**src/rtl/conv1d_obi_fetch.sv**
```systemverilog
// rtl/conv1d_obi_fetch.sv - OBI read initiator streaming conv1d input samples
//
// Purpose: on start_i, fetches len_i consecutive words from base_addr_i over
// OBI, buffers the read data in a small FIFO and presents it on a
// valid/ready stream. done_o pulses when the last word leaves the stream.
//
// Optional build macro: CONV1D_FETCH_ERR_EN adds obi_err_i / err_o.
//
// Ports:
//   clk_i, rst_ni            clock, asynchronous active-low reset
//   start_i                  start pulse, sampled in IDLE only
//   base_addr_i, len_i       first word address (low bits ignored), word count
//   busy_o, done_o           transfer in progress, completion pulse
//   obi_req_o .. obi_wdata_o OBI request channel (reads only)
//   obi_gnt_i                OBI grant
//   obi_rvalid_i, obi_rdata_i OBI response channel
//   obi_err_i, err_o         response error in, sticky error out (macro only)
//   data_o, valid_o, ready_i output sample stream

module conv1d_obi_fetch_fifo #(
    parameter int WIDTH = 32,
    parameter int DEPTH = 4
) (
    input  logic                       clk_i,
    input  logic                       rst_ni,
    input  logic                       push_i,
    input  logic [WIDTH-1:0]           wdata_i,
    input  logic                       pop_i,
    output logic [WIDTH-1:0]           rdata_o,
    output logic [$clog2(DEPTH+1)-1:0] count_o
);
    localparam int PW = (DEPTH > 1) ? $clog2(DEPTH) : 1;
    localparam int CW = $clog2(DEPTH + 1);

    logic [WIDTH-1:0] mem [DEPTH];
    logic [PW-1:0]    rd_ptr;
    logic [PW-1:0]    wr_ptr;
    logic             do_push;
    logic             do_pop;

    function automatic logic [PW-1:0] bump(input logic [PW-1:0] p);
        return (p == PW'(DEPTH - 1)) ? '0 : p + PW'(1);
    endfunction

    // A push into a full FIFO is accepted when a pop frees the head slot
    // in the same cycle.
    assign do_pop  = pop_i && (count_o != '0);
    assign do_push = push_i && ((count_o != CW'(DEPTH)) || do_pop);
    assign rdata_o = mem[rd_ptr];

    always_ff @(posedge clk_i or negedge rst_ni) begin
        if (!rst_ni) begin
            rd_ptr  <= '0;
            wr_ptr  <= '0;
            count_o <= '0;
        end else begin
            if (do_push) wr_ptr <= bump(wr_ptr);
            if (do_pop)  rd_ptr <= bump(rd_ptr);
            if (do_push && !do_pop)      count_o <= count_o + CW'(1);
            else if (do_pop && !do_push) count_o <= count_o - CW'(1);
        end
    end

    always_ff @(posedge clk_i) begin
        if (do_push) mem[wr_ptr] <= wdata_i;
    end
endmodule

module conv1d_obi_fetch #(
    parameter int ADDR_WIDTH = 32,
    parameter int DATA_WIDTH = 32,
    parameter int LEN_WIDTH  = 16,
    parameter int MAX_OUTST  = 2,
    parameter int FIFO_DEPTH = 4
) (
    input  logic                      clk_i,
    input  logic                      rst_ni,
    input  logic                      start_i,
    input  logic [ADDR_WIDTH-1:0]     base_addr_i,
    input  logic [LEN_WIDTH-1:0]      len_i,
    output logic                      busy_o,
    output logic                      done_o,
    output logic                      obi_req_o,
    input  logic                      obi_gnt_i,
    output logic [ADDR_WIDTH-1:0]     obi_addr_o,
    output logic                      obi_we_o,
    output logic [DATA_WIDTH/8-1:0]   obi_be_o,
    output logic [DATA_WIDTH-1:0]     obi_wdata_o,
    input  logic                      obi_rvalid_i,
    input  logic [DATA_WIDTH-1:0]     obi_rdata_i,
`ifdef CONV1D_FETCH_ERR_EN
    input  logic                      obi_err_i,
    output logic                      err_o,
`endif
    output logic [DATA_WIDTH-1:0]     data_o,
    output logic                      valid_o,
    input  logic                      ready_i
);
    localparam int BYTES = DATA_WIDTH / 8;
    localparam int OW    = $clog2(MAX_OUTST + 1);
    localparam int CW    = $clog2(FIFO_DEPTH + 1);

    typedef enum logic [1:0] {
        IDLE  = 2'd0,
        FETCH = 2'd1,
        DRAIN = 2'd2
    } state_t;

    state_t                state;
    logic                  req_q;
    logic                  done_q;
    logic [ADDR_WIDTH-1:0] addr_q;
    logic [LEN_WIDTH-1:0]  req_cnt;
    logic [LEN_WIDTH-1:0]  rsp_cnt;
    logic [LEN_WIDTH-1:0]  req_cnt_n;
    logic [LEN_WIDTH-1:0]  rsp_cnt_n;
    logic [OW-1:0]         outst;
    logic [OW-1:0]         outst_n;
    logic [CW-1:0]         fifo_count;
    logic [CW-1:0]         fifo_count_n;
    logic [DATA_WIDTH-1:0] fifo_head;
    logic                  grant;
    logic                  rsp_ok;
    logic                  pop;
    logic                  credit_n;
`ifdef CONV1D_FETCH_ERR_EN
    logic                  err_q;
`endif

    assign grant   = req_q & obi_gnt_i;
    // A response with nothing outstanding is dropped rather than corrupting
    // the counters.
    assign rsp_ok  = obi_rvalid_i & (outst != '0);
    assign valid_o = (fifo_count != '0);
    assign pop     = valid_o & ready_i;

    // Next-cycle counter values; the request for the next cycle is decided
    // from these so a zero-wait memory keeps one word per cycle flowing.
    // Outstanding reads plus buffered words never exceed the FIFO depth, so
    // every response has a slot waiting for it.
    always_comb begin
        req_cnt_n    = req_cnt - LEN_WIDTH'(grant);
        rsp_cnt_n    = rsp_cnt - LEN_WIDTH'(rsp_ok);
        outst_n      = outst + OW'(grant) - OW'(rsp_ok);
        fifo_count_n = fifo_count + CW'(rsp_ok) - CW'(pop);
        credit_n     = (int'(outst_n) < MAX_OUTST) &&
                       ((int'(outst_n) + int'(fifo_count_n)) < FIFO_DEPTH);
    end

    conv1d_obi_fetch_fifo #(
        .WIDTH (DATA_WIDTH),
        .DEPTH (FIFO_DEPTH)
    ) u_fifo (
        .clk_i   (clk_i),
        .rst_ni  (rst_ni),
        .push_i  (rsp_ok),
        .wdata_i (obi_rdata_i),
        .pop_i   (pop),
        .rdata_o (fifo_head),
        .count_o (fifo_count)
    );

    always_ff @(posedge clk_i or negedge rst_ni) begin
        if (!rst_ni) begin
            state   <= IDLE;
            req_q   <= 1'b0;
            done_q  <= 1'b0;
            addr_q  <= '0;
            req_cnt <= '0;
            rsp_cnt <= '0;
            outst   <= '0;
`ifdef CONV1D_FETCH_ERR_EN
            err_q   <= 1'b0;
`endif
        end else begin
            done_q  <= 1'b0;
            req_cnt <= req_cnt_n;
            rsp_cnt <= rsp_cnt_n;
            outst   <= outst_n;
            if (grant) addr_q <= addr_q + ADDR_WIDTH'(BYTES);
`ifdef CONV1D_FETCH_ERR_EN
            if (rsp_ok && obi_err_i) err_q <= 1'b1;
`endif
            case (state)
                IDLE: begin
                    req_q <= 1'b0;
                    if (start_i) begin
`ifdef CONV1D_FETCH_ERR_EN
                        err_q <= 1'b0;
`endif
                        if (len_i != '0) begin
                            state   <= FETCH;
                            addr_q  <= base_addr_i & ~ADDR_WIDTH'(BYTES - 1);
                            req_cnt <= len_i;
                            rsp_cnt <= len_i;
                            req_q   <= 1'b1;
                        end else begin
                            done_q  <= 1'b1;
                        end
                    end
                end
                FETCH: begin
                    // An ungranted request holds; otherwise re-arm on credit.
                    req_q <= (req_q && !obi_gnt_i) ||
                             ((req_cnt_n != '0) && credit_n);
                    if (req_cnt_n == '0) state <= DRAIN;
                end
                DRAIN: begin
                    req_q <= 1'b0;
                    if ((rsp_cnt_n == '0) && (fifo_count_n == '0)) begin
                        state  <= IDLE;
                        done_q <= 1'b1;
                    end
                end
                default: begin
                    state <= IDLE;
                    req_q <= 1'b0;
                end
            endcase
        end
    end

`ifndef SYNTHESIS
    always_ff @(posedge clk_i) begin
        if (rst_ni) begin
            assert (!(obi_rvalid_i && (outst == '0)))
                else $error("obi rvalid with no read outstanding");
        end
    end
`endif

    assign busy_o      = (state != IDLE);
    assign done_o      = done_q;
    assign obi_req_o   = req_q;
    assign obi_addr_o  = addr_q;
    assign obi_we_o    = 1'b0;
    assign obi_be_o    = '1;
    assign obi_wdata_o = '0;
    assign data_o      = valid_o ? fifo_head : '0;
`ifdef CONV1D_FETCH_ERR_EN
    assign err_o       = err_q;
`endif
endmodule

```
**config.mk**
```make
export PLATFORM = sky130hd
export DESIGN_NAME = conv1d_obi_fetch
export DESIGN_NICKNAME = d
export VERILOG_FILES = /design/src/rtl/conv1d_obi_fetch.sv
export SDC_FILE = /design/constraint.sdc
export NUM_CORES = 1
export LEC_CHECK = 0
export BUFFER_PORTS_ARGS = -buffer_cell sky130_fd_sc_hd__buf_2
export CAP_MARGIN = 5
export CORE_MARGIN = 2
export CORE_UTILIZATION = 55
export DETAILED_ROUTE_END_ITERATION = 10
export HOLD_SLACK_MARGIN = 0.12
export PLACE_DENSITY_LB_ADDON = 0.25
export SETUP_SLACK_MARGIN = 0.02
export SKIP_CTS_REPAIR_TIMING = 1
export SLEW_MARGIN = 30
export SYNTH_ARGS = -nofsm -noshare
export SYNTH_HDL_FRONTEND = slang
export SYNTH_SLANG_ARGS = --single-unit
```
**constraint.sdc**
```tcl
create_clock -name clk_i -period 3.2 [get_ports clk_i]
set_input_delay 0.96 -clock clk_i [delete_from_list [all_inputs] [get_ports clk_i]]
set_output_delay 0.96 -clock clk_i [all_outputs]
set_load 0.05 [all_outputs]
```
==> impl_summary.txt, run 1 <==
----------------------------------------------------
[Outcome]
  Result of the run ... finished clean

[Drt]
  Wire length per cell after detailed routing ... 17.4 µm
  DR vias/cell ... around 5.4
  DRC marker count from the first detailed-route iteration ... around 260
  Count of antenna-violating nets left after detailed routing ... 0
  1st-pass router iterations ... 4
  Total length of routed wires ... 19900 µm
  Detailed-route DRC error count ... 0
  Total via count after detailed routing ... just over 6000

[Worst setup path]
  Number of buffer and inverter instances along the worst setup path ... 2
  Critical Path Slowest Stage Cell ... mux4_2
  Critical path type ... reg -> out
  Arrival time of data at the critical path endpoint ... about 2.1 ns
  Critical Path Sink Type ... primary output
  CP cell instances ... buf_12, mux4_2, and2_1, buf_2
  Critical-path maximum fanout ... 18
  Startpoint type of the worst setup path ... flop
  Slowest Stage Delay on Critical Path ... approximately 0.52 ns
  Top delay family on crit path ... multiplexers
  Data required time of the worst path ... about 2.2 ns

[Placed design]
  Setup slack at placement ... -0.197 ns
  Post-detailed-placement cell area ... between 0.01 and 0.015 mm²
  PortBufs ... 149
  RePlAce Congestion ... just under 0.9
  Estimated wirelength of the detail-placed design ... roughly 13000 µm

[CTS]
  Buffer levels on the longest clock path ... 3
  H-tree levels ... 1
  Skew-Pair Late Insertion Delay ... between 0.5 and 0.6 ns
  Cell at the root of the clock tree ... clkbuf_16
  TritonCTS clock tree ... built
  Clock buffers created by TritonCTS ... 22
  Clock sink count ... slightly above 200
  Clock edge transition at the registers on the reported setup and hold paths ... 0.06 ns

[Job]
  Max-cap viol count ... 0

[Power and ir drop]
  Internal Power ... 0.00657 W
  Sequential power share ... 35.2%
  Sw frac ... 41.9%
  Power Dens Cells ... 995 mW/mm²
  Clock network power share ... approximately a fifth
  Share of power burned in combinational logic ... roughly 44%
  VDD IR max ... 0.000656 V
  Sw Pwr ... 0.00475 W
  Sum of internal, switching and leakage power ... approximately 0.011 W
  Leakage power of the design ... ~4.6 nW

[STA]
  Post-layout min period ... between 3 and 4 ns
  Final setup violation count ... 0
  Number of slew-limit violations in the final report ... 0
  Setup ws final ... between 0.15 and 0.2 ns
  FMAX ... about 330 MHz
  Unrepaired setup endpoints after global routing ... true
  Slew @ Worst Pin ... 0.730 ns
  Share of the clock period used by the worst path ... a little over nine tenths
  Hold violation count in the final report ... 0
  Fin Clk Skew ... 0.0173 ns
  Slew margin rel. ... between 50% and 60%

[Logic synthesis]
  Synthesized area per cell ... about 13 µm²
  Synthesis warning total ... 0
  Share of flip-flops with an asynchronous set or reset ... between 30% and 40%
  Post-Syn Instances ... about 730
  Portion of the post-synthesis area used by sequential elements ... 59.7%
  Total standard cell area after synthesis ... approximately 0.0096 mm²
  Post-synth EDFFs ... between 100 and 150
  Predominant post-synthesis flop cell ... edfxtp_1
  Number of synthesized register bits ... 203
  Number of distinct library cells after synthesis ... 63

[Die]
  Area inside the core boundary ... 0.0172 mm²
  Chip Width ... approximately 140 µm
  Die area ... 0.0185 mm²
  Starting density of the core ... between 50 and 60%
  Count of pins on the block boundary ... 191
  Std cell rows ... 48
  Vertical extent of the die ... 136 µm

[Final layout]
  Number of nets in the finished design ... between 1000 and 1500
  Number of fillers in the final layout ... between 1000 and 1500
  Syn-to-layout area delta ... 18.7%
  End-of-flow core utilization ... 66.2%
  Final std cell area, no fill ... about 0.011 mm²
  Share of cells above drive strength 1 ... just under 30%

[GRT]
  First-pass GRT wire length ... just over 30000 µm
  Antenna violations before repair ... 0
  Vias in the first global route ... roughly 6400
  Overflow left after global routing ... 0
  Largest net degree at the start of global routing ... 56
  GRT Total Usage ... a little over a fifth

[Min path]
  Worst min path class ... reg -> reg

----------------------------------------------------
==> state kept, by name (all words and copies together) (netlist names), 2 cells and up <==
name            flops
u_fifo.mem        128
obi_addr_o         30
req_cnt            16
rsp_cnt            16
u_fifo.count_o      3
outst               2
state               2
u_fifo.rd_ptr       2
u_fifo.wr_ptr       2
==> metrics by stage <==
step                TNS, ns  cells  hold WS (ns)
floorplan                 0    771         0.449
global placement     -0.102   1104         0.476
detailed placement   -0.395   1104         0.476
CTS                       0   1142         0.484
global route              0   1143         0.524
finish                    0   1144         0.482
==> cell type report <==
type	count	area, µm²	share of cell area, %
Antenna cell	1	2.50	0.0220
Clock buffer	30	601	5.28
Clock inverter	8	63.8	0.561
Inverter	22	82.6	0.726
Multi-Input combinational cell	476	3540	31.2
Sequential cell	203	5720	50.3
Tap cell	225	282	2.47
Timing Repair Buffer	179	1080	9.48
==> worst paths after layout <==
| check | startpoint | end | slack (ns) | cells after the start |
|---|---|---|---|---|
| min in group asynchronous | rst_ni | req_cnt[11] | 0.52 | 1 |
| max in group asynchronous | rst_ni | obi_addr_o[12] | 2.03 | 2 |
| setup reg to reg | u_fifo.count_o[1] | state[1] | 0.26 | 14 |
| hold / removal | state[0] | done_o | 0.48 | 1 |
| setup / recovery | u_fifo.rd_ptr[0] | data_o[14] | 0.16 | 4 |
| hold reg to reg | state[0] | done_o | 0.48 | 1 |
==> cell usage after synthesis, drive strengths merged, types with 18 or more instances <==
master / n / share of area, %
edfxtp: 128 / 40
dfrtp: 75 / 20
nor2: 67 / 2.6
a21oi: 53 / 2.9
buf: 48 / 3.5
xnor2: 41 / 3.7
and2: 37 / 2.4
mux4: 32 / 7.5
nand2: 32 / 1.3
clkbuf: 22 / 0.86
inv: 22 / 0.86
xor2: 18 / 1.6
==> metal layers <==
layer,vias to the layer above,track usage (%),wire length [µm]
met5,-,0,0
met4,0,6.31,368
met3,27,4.88,1340
met2,184,37.8,10300
met1,3052,26.1,7890
li1,2939,-,-
==> layout by cell type (no fill, tap or decap), types with 13 or more instances in the layout <==
master,n
buf_2,148
edfxtp_1,128
dfrtp_1,73
nor2_1,66
a21oi_1,50
xnor2_1,39
conb_1,39
and2_1,33
nand2_1,32
mux4_2,32
clkbuf_16,23
buf_4,23
inv_1,21
xor2_1,18
ha_1,16
nand3_1,13
==> cells by family after synthesis <==
family / Yosys count / share of synthesized area [%]
simple gates: 234 / 13.3
flops: 203 / 59.7
buf+inv: 92 / 5.23
compound gates: 85 / 5.27
xor+xnor: 59 / 5.39
mux: 41 / 8.55
fa+ha+maj: 18 / 2.51
other cells: 2 / 0.0783
==> power by group through the flow <==
stage | registers (W) | logic, W | clock network [W]
floorplan | 0.00433 | 0.00340 | 0
global placement | 0.00396 | 0.00487 | 0
detailed placement | 0.00402 | 0.00498 | 0
CTS | 0.00397 | 0.00501 | 0.00237
global route | 0.00407 | 0.00540 | 0.00248
finish | 0.00399 | 0.00502 | 0.00231
No activity file was read; power rests on OpenSTA's default activity.
==> run 2, diff against run 1 <==
==> constraint.sdc (replaced) <==
create_clock -name clk_i -period 3.9 [get_ports clk_i]
set_input_delay 1.17 -clock clk_i [delete_from_list [all_inputs] [get_ports clk_i]]
set_output_delay 1.17 -clock clk_i [all_outputs]
set_load 0.05 [all_outputs]
==> impl_summary.txt, run 2 (synthesis results as in run 1) <==
----------------------------------------------------
[Final layout]
  Commonest non-fill, non-tap cell in the layout ... buf_2
  Reg with most FFs ... u_fifo.mem
  Number of flip-flops in the largest register ... about 130
  Share of cells above drive strength 1 ... 28.0%
  Number of nets in the finished design ... 994
  Most frequent cells in the layout ... buf_2, edfxtp_1, dfrtp_1
  Diode count ... 0
  Syn-to-layout area delta ... 17.6%
  Number of fillers in the final layout ... between 1000 and 1500
  Final standard cell count with taps included and fillers excluded ... between 1000 and 1500

[CTS]
  Clock edge transition at the registers on the reported setup and hold paths ... about 0.060 ns
  H-tree levels ... 1
  Cell at the root of the clock tree ... clkbuf_16
  Skew-Pair Late Insertion Delay ... 0.51 ns
  Clock buffers created by TritonCTS ... 22
  Buffer levels on the longest clock path ... 3
  Clock sink count ... around 200
  TritonCTS clock tree ... built

[Worst setup path]
  Arrival time of data at the critical path endpoint ... approximately 2.4 ns
  Number of buffer and inverter instances along the worst setup path ... 2
  Critical Path Slowest Stage Cell ... dfrtp_2
  Slowest Stage Delay on Critical Path ... around 0.70 ns
  Critical path type ... reg -> out
  Critical Path Sink Type ... primary output
  CP cell instances ... buf_12, mux4_2, and2_1, buf_2
  Data required time of the worst path ... approximately 2.7 ns
  Top delay family on crit path ... flip-flops
  Startpoint type of the worst setup path ... flop
  Critical-path maximum fanout ... 15

[Die]
  Vertical extent of the die ... approximately 140 µm
  Std cell rows ... 48
  Die area ... 0.0185 mm²
  Area inside the core boundary ... around 0.017 mm²
  Chip Width ... ~140 µm
  Starting density of the core ... a little under three fifths
  Count of pins on the block boundary ... roughly 190

[Drt]
  Max layer used ... met4
  Met2 wirelength from detailed routing ... between 10000 and 15000 µm
  Total via count after detailed routing ... 6274
  Count of antenna-violating nets left after detailed routing ... 0
  DRC marker count from the first detailed-route iteration ... between 300 and 400
  1st-pass router iterations ... 5
  DR vias/cell ... approximately 5.6
  Wire length per cell after detailed routing ... approximately 18 µm
  Total length of routed wires ... about 20000 µm
  Detailed-route wire length on metal 1 ... between 8000 and 9000 µm
  WL met3 ... 1430 µm
  Detailed-route DRC error count ... 0

[STA]
  Total negative slack for setup checks ... 0 ns
  Hold violation count in the final report ... 0
  Post-layout min period ... between 3 and 4 ns
  Slew margin rel. ... 54.4%
  Share of the clock period used by the worst path ... between 90% and 100%
  Unrepaired setup endpoints after global routing ... false
  Final setup violation count ... 0
  Slew @ Worst Pin ... between 0.6 and 0.7 ns
  Number of slew-limit violations in the final report ... 0
  Fin Clk Skew ... roughly 0.021 ns
  Worst-case hold slack ... 0.488 ns
  Setup ws final ... 0.347 ns
  FMAX ... approximately 280 MHz

[Power and ir drop]
  VDD IR max ... about 0.00090 V
  Leakage power of the design ... ~4.6 nW
  Power Dens Cells ... approximately 840 mW/mm²

[GRT]
  First-pass GRT wire length ... 32000 µm
  Overflow left after global routing ... 0
  Vias in the first global route ... 6162
  GRT Total Usage ... between 20% and 30%
  Largest net degree at the start of global routing ... 76
  Antenna violations before repair ... 0

[Placed design]
  Estimated wirelength of the detail-placed design ... approximately 13000 µm
  Setup slack at placement ... between 0.2 and 0.25 ns
  PortBufs ... 149
  Number of cells after detailed placement ... 1091
  RePlAce Congestion ... ~0.87

[Min path]
  Worst min path class ... reg -> reg

[Outcome]
  Result of the run ... finished clean

[Job]
  Max-cap viol count ... 0

----------------------------------------------------
==> run 2: changes by cell type in the layout (fill, tap and decap cells not counted), sizes merged <==
cell,before,now
buf,178,165
bufinv,0,4
clkbuf,31,29
clkinvlp,2,0
clkinv,6,5
diode,1,0
==> run 2: cell type report <==
| class | count | area [µm²] | area share [%] |
|---|---|---|---|
| sequential | 203 | 5720 | 50.8 |
| multi-input combinational | 476 | 3510 | 31.2 |
| timing repair buffer | 165 | 895 | 7.94 |
| clock buffer | 29 | 607 | 5.38 |
| tap | 225 | 282 | 2.50 |
| clock inverter | 9 | 169 | 1.50 |
| inverter | 22 | 82.6 | 0.733 |
==> run 2: where the power goes <==
group	leakage (nW)	internal [W]	switching, W
combinational	2.06	0.00136	0.00261
sequential	2.12	0.00286	0.000450
clock	0.379	0.00136	0.000820
==> run 2: path summary, 6_finish.rpt <==
path | startpoint | endpoint | slack, ns | cells past startpoint
max reg2reg | u_fifo.count_o[1] | state[1] | 0.86 | 14
min in group asynchronous | rst_ni | rsp_cnt[10] | 0.78 | 2
max | u_fifo.rd_ptr[0] | data_o[17] | 0.35 | 4
min | state[0] | done_o | 0.49 | 1
min reg2reg | state[0] | done_o | 0.49 | 1
max in group asynchronous | rst_ni | u_fifo.rd_ptr[0] | 2.63 | 2
==> run 2: stage by stage <==
step / instance area [µm²] / total power, W / utilization [%]
finish: 11300 / 0.00946 / 65.6
CTS: 11300 / 0.00953 / 65.6
global route: 11300 / 0.00997 / 65.6
floorplan: 9720 / 0.00635 / -
detailed placement: 10500 / 0.00731 / 61.1
global placement: 10500 / 0.00719 / 61.1
==> run 2: worst reg2reg max path, cell delays in order, from the launching register on <==
cell	delay (ns)
dfrtp_1	0.44
inv_1	0.13
nand3_1	0.11
nand2_1	0.19
inv_1	0.08
ha_1	0.28
inv_1	0.04
ha_1	0.18
fa_1	0.38
xnor2_1	0.17
xnor2_1	0.16
nand4b_1	0.12
nor4bb_1	0.37
nand3_1	0.12
a21o_1	0.17
==> run 2: layer usage <==
metal | track usage, % | vias to the layer above
met2 | 37.9 | 239
li1 | - | 2906
met4 | 4.69 | 0
met1 | 29.2 | 3113
met5 | 0 | -
met3 | 4.44 | 16
